[src/rtl/seq_det_pkg.sv]
// Helpers for the parametrised serial-pattern detector. These are elaboration-time
// pattern/KMP table builders plus the saturating counter step.
package seq_det_pkg;

  localparam int unsigned MAX_PAT_LEN = 16;

  // Bit k of the pattern, counted from the first-received bit (the MSB).
  function automatic logic pat_bit(input logic [15:0] pat, input int unsigned len,
                                   input int unsigned k);
    return pat[4'(len - 1 - k)];
  endfunction

  // Next matched-prefix length after accepting x with k pattern bits already matched.
  // Longest pattern prefix (up to len) that is a suffix of (first k pattern bits, x).
  function automatic int unsigned kmp_next(input logic [15:0] pat, input int unsigned len,
                                           input int unsigned k, input logic x);
    logic [MAX_PAT_LEN:0] s;
    int unsigned          top;
    int unsigned          res;
    logic                 ok;
    s = '0;
    for (int unsigned m = 0; m < k; m++) s[5'(m)] = pat_bit(pat, len, m);
    s[5'(k)] = x;
    top = (k + 1 < len) ? k + 1 : len;
    res = 0;
    for (int unsigned j = 1; j <= top; j++) begin
      ok = 1'b1;
      for (int unsigned i = 0; i < j; i++)
        if (pat_bit(pat, len, i) != s[5'(k + 1 - j + i)]) ok = 1'b0;
      if (ok) res = j;
    end
    return res;
  endfunction

  function automatic logic [31:0] sat_inc(input logic [31:0] v, input int unsigned w);
    logic [31:0] max_v;
    max_v = 32'hFFFF_FFFF >> (32 - w);
    return (v >= max_v) ? v : v + 32'd1;
  endfunction

endpackage

[src/rtl/seq_detector_fsm.sv]
// Moore serial-pattern detector: state is the matched-prefix length, next state comes
// from a KMP transition table built at elaboration; saturating match counter.
module seq_detector_fsm
  import seq_det_pkg::*;
#(
  parameter int unsigned          PAT_LEN = 4,
  parameter logic [PAT_LEN-1:0]   PATTERN = 4'b1011,
  parameter bit                   OVERLAP = 1'b1,
  parameter int unsigned          CNT_W   = 8,
  parameter int unsigned          ST_W    = $clog2(PAT_LEN + 1)
) (
  input  logic             clk,
  input  logic             reset_n,
  input  logic             x,
  input  logic             x_valid,
  input  logic             clr_count,
  output logic             y,
  output logic [ST_W-1:0]  current_state,
  output logic [CNT_W-1:0] match_count
);

  localparam logic [ST_W-1:0] DETECT = ST_W'(PAT_LEN);

  typedef logic [1:0][PAT_LEN:0][ST_W-1:0] tbl_t;

  // Non-overlapping mode restarts from an empty history once DETECT is left.
  function automatic tbl_t build_tbl();
    tbl_t        t;
    logic [15:0] pat;
    pat = 16'(PATTERN);
    t   = '0;
    for (int unsigned xb = 0; xb < 2; xb++) begin
      for (int unsigned k = 0; k <= PAT_LEN; k++) begin
        if (k == PAT_LEN && !OVERLAP)
          t[xb[0]][ST_W'(k)] = (xb[0] == pat_bit(pat, PAT_LEN, 0)) ? ST_W'(1) : '0;
        else
          t[xb[0]][ST_W'(k)] = ST_W'(kmp_next(pat, PAT_LEN, k, xb[0]));
      end
    end
    return t;
  endfunction

  localparam tbl_t NEXT_TBL = build_tbl();

  logic [ST_W-1:0]  state_q, state_d;
  logic [CNT_W-1:0] count_q, count_d;

  always_ff @(posedge clk or negedge reset_n) begin
    if (!reset_n) begin
      state_q <= '0;
      count_q <= '0;
    end else begin
      state_q <= state_d;
      count_q <= count_d;
    end
  end

  // Clear is applied before the increment so a match in the clear cycle reads 1.
  always_comb begin
    state_d = state_q;
    count_d = clr_count ? '0 : count_q;
    if (x_valid) begin
      state_d = NEXT_TBL[x][state_q];
      if (state_d == DETECT) count_d = CNT_W'(sat_inc(32'(count_d), CNT_W));
    end
  end

  assign y             = (state_q == DETECT);
  assign current_state = state_q;
  assign match_count   = count_q;

endmodule

[config.mk]
export PLATFORM = sky130hd
export DESIGN_NAME = seq_detector_fsm
export DESIGN_NICKNAME = d
export VERILOG_FILES = /design/src/rtl/seq_det_pkg.sv /design/src/rtl/seq_detector_fsm.sv
export SDC_FILE = /design/constraint.sdc
export NUM_CORES = 1
export LEC_CHECK = 0
export CAP_MARGIN = 5
export CORE_MARGIN = 10
export CORE_UTILIZATION = 51
export DETAILED_ROUTE_END_ITERATION = 12
export PLACE_DENSITY = 0.82
export SLEW_MARGIN = 0
export SYNTH_ARGS = -nofsm -noshare
export SYNTH_HDL_FRONTEND = slang
export SYNTH_SLANG_ARGS = --single-unit
[constraint.sdc]
create_clock -name clk -period 4.1 [get_ports clk]
set_input_delay 0.41 -clock clk [delete_from_list [all_inputs] [get_ports clk]]
set_output_delay 0.41 -clock clk [all_outputs]
set_load 0.02 [all_outputs]
==> results.cfg <==
[status]
status = finished clean

[pwr]
power_density_nw_per_um2 = 350
ir_drop_mv = 0.261
leakage_nw = 0.361

[routing]
via_count = 593
ant_nets = 0
vias_per_cell = 5.99
drt_first_pass_iters = 4
routed_wl_mm = 1.54
drc_errors = 0
routedWlPerCell_um = 15.6
drtIter0Drc = 11

[layout]
fin_cells = 99
utilization_pct = 67.3
area_growth_syn_to_layout_pct = 24.8
diodes = 0
drive_gt1_share_pct = 8.33
num-nets-final = 94

[synth]
syn-mean-instance-area_um2 = 10.3
synth-adder-area-share_pct = 7.13
ys_warn_count = 0
synth_top_family_by_area = compound AO/OA/AOI/OAI gates
ys_types = 32
async_reset_ff_share_pct = 100
synth_area_leader_cell = dfrtp_1
muxShareOfSynthArea_pct = 1.43
synth_compound_area_share_pct = 24.1
yosys-top-cells-area = dfrtp_1 39%, ha_1 7.1%, a211oi_1 4.3%, nor2b_1 3.6%, buf_6 3.2%
ys_seq_area_share_pct = 39.2
synth-xor-area-share_pct = 1.25
synth_top_area_share_pct = 39.2
synth_area_um2 = 702
ys_ff_latch = 11
synthSimpleGateAreaFrac_pct = 20.3
synthesis.nets = 77
synthFlopType = dfrtp_1
synthCells = 68
synth_edf_count = 0

[placed_design]
dp_cells = 95
place_congestion = 0.827
hpwl_mm = 1.17
io_buffers = 16

[sta]
fin_crit_sh_pct = 51.0
setup-violations-final = 0
clock.fmax_mhz = 478
rsz0062_at_grt = false
period_needed_ps = 2090
drv_slew = 0
clock_skew_ps = 6.97
tightestPinTransition_ps = 475
setup_tns_ps = 0
finalHoldViolations = 0
max_slew_margin_pct = 67.5
timing.hold.ws_ps = 466

[cts]
root_buffer = clkbuf_4
path_clk_slew_ps = 70
clk_path_buf_depth = 2
htreeDepth = 1
post-cts-setup-buffers = 0
cts_buffers = 3
clock_latency_ps = 270
cts_tree = built
cts_sinks = 11
cts_resized = 0
cts_hold_buf = 0

[global_routing]
grt_pass1_vias = 570
met2_usage_pct = 14.7
antenna_found_initial = 0
grt_overflow_total = 0
track_usage_pct = 9.72
globalRoute.busiestLayer = met2
grt_use_met1_pct = 11.3
grt_start_max_net_pins = 12
met3_usage_pct = 6.19
grt_pass1_wl_mm = 2.64

[critical_path]
arrival_ps = 2240
crit_fanout = 9
ff2ff_setup_slack_ps = 2280
startpoint_type = input pin
r2r_end = match_count[5]$_DFF_PN0_
cp-end-kind = flop
cp.required_ps = 4250
crit_type = input pin to flop
r2r-start = current_state[0]$_DFFE_PN0P_
rr_worst_depth = 5

[floorplanning]
start_util_pct = 53.9
die-height_um = 57.1
num_rows = 13
die-area_um2 = 3260
io_pins = 17
fp.dieW_um = 57.1
core-area_um2 = 1300

[flow_run]
maxCapViolations = 0

[worst_hold_path]
hold_class = input pin to asynchronous set/reset pin
layer usage:
layer / up-vias / share of wire, % / wire, µm
li1: 292 / - / -
met1: 285 / 45 / 688
met2: 14 / 46 / 712
met3: 2 / 8.3 / 128
met4: 0 / 0.65 / 10
met5: - / 0 / 0
kinds of logic (layout without fill, tap and decap cells):
family,after synthesis,after routing
compound gates,22,22
simple gates,21,21
flops,11,11
buf+inv,8,24
fa+ha+maj,4,4
xor+xnor,1,1
mux,1,1
final cells by class:
type                            count  area, µm²
Inverter                            4       15.0
Tap cell                           15       18.8
Fill cell                         106        425
Clock buffer                        4       26.3
Timing Repair Buffer               16        160
Multi-Input combinational cell     49        380
Sequential cell                    11        275
flip-flops by register name (all words and copies together), names as in the netlist:
signal	count
current_state	3
match_count	8
cell usage after synthesis, types with 2 or more instances:
library cell / n
inv_1: 4
o21ai_0: 2
nor2_1: 3
a21oi_1: 4
nand2_1: 2
a211oi_1: 4
a31oi_1: 3
dfrtp_1: 11
and4_1: 2
buf_6: 2
ha_1: 4
and3_1: 3
a41oi_1: 2
nor2b_1: 4
critical path: stages:
cell	delay (ps)
clkdlybuf4s50_1	540
inv_1	90
ha_1	370
nor3b_4	400
a31oi_1	150
a211oi_1	290
how the worst max path moves through the flow:
stage,to,cells past startpoint,start
6_report,match_count[5]$_DFF_PN0_,6,x
5_1_grt,match_count[6]$_DFF_PN0_,6,x
4_1_cts,y,3,current_state[2]$_DFFE_PN0P_
3_5_place_dp,match_count[6]$_DFF_PN0_,6,x
3_3_place_gp,match_count[6]$_DFF_PN0_,6,x
2_1_floorplan,match_count[6]$_DFF_PN0_,5,current_state[0]$_DFFE_PN0P_
stage by stage:
step / setup slack, ps / power, mW / cell area [µm²]
2_1_floorplan: 2370 / 0.202 / 702
5_1_grt: 1900 / 0.328 / 876
3_5_place_dp: 1780 / 0.238 / 850
3_3_place_gp: 1890 / 0.235 / 850
4_1_cts: 2030 / 0.310 / 876
6_report: 2010 / 0.307 / 876
cells in the final DEF, fill, tap and decap left out:
cell type / synthesis / routed
xor2_1: 1 / 1
nor2_1: 3 / 3
o31ai_1: 1 / 1
and2_4: 1 / 1
nor2b_1: 4 / 4
mux2i_1: 1 / 1
a31oi_1: 3 / 3
a221oi_1: 1 / 1
clkdlybuf4s50_1: 0 / 16
a311oi_1: 1 / 1
and3_1: 3 / 3
a211oi_1: 4 / 4
a311oi_2: 1 / 1
a41oi_2: 1 / 1
nand2_1: 2 / 2
dfrtp_1: 11 / 11
and4_1: 2 / 2
nand3_1: 1 / 1
nor3b_4: 1 / 1
ha_1: 4 / 4
clkbuf_1: 0 / 1
and2_1: 1 / 1
a41oi_1: 2 / 2
clkbuf_4: 0 / 3
o21ai_0: 2 / 2
a21boi_0: 1 / 1
a21oi_1: 4 / 4
inv_1: 4 / 4
and4b_1: 1 / 1
nand4b_1: 1 / 1
a2111oi_0: 1 / 1
nor3_1: 1 / 1
report_power, final:
group	internal (mW)	leakage, nW	switching [mW]
clock	0.0376	0.0150	0.0336
combinational	0.0456	0.196	0.0519
sequential	0.119	0.150	0.0191
Power figures use the tool's default switching activity.
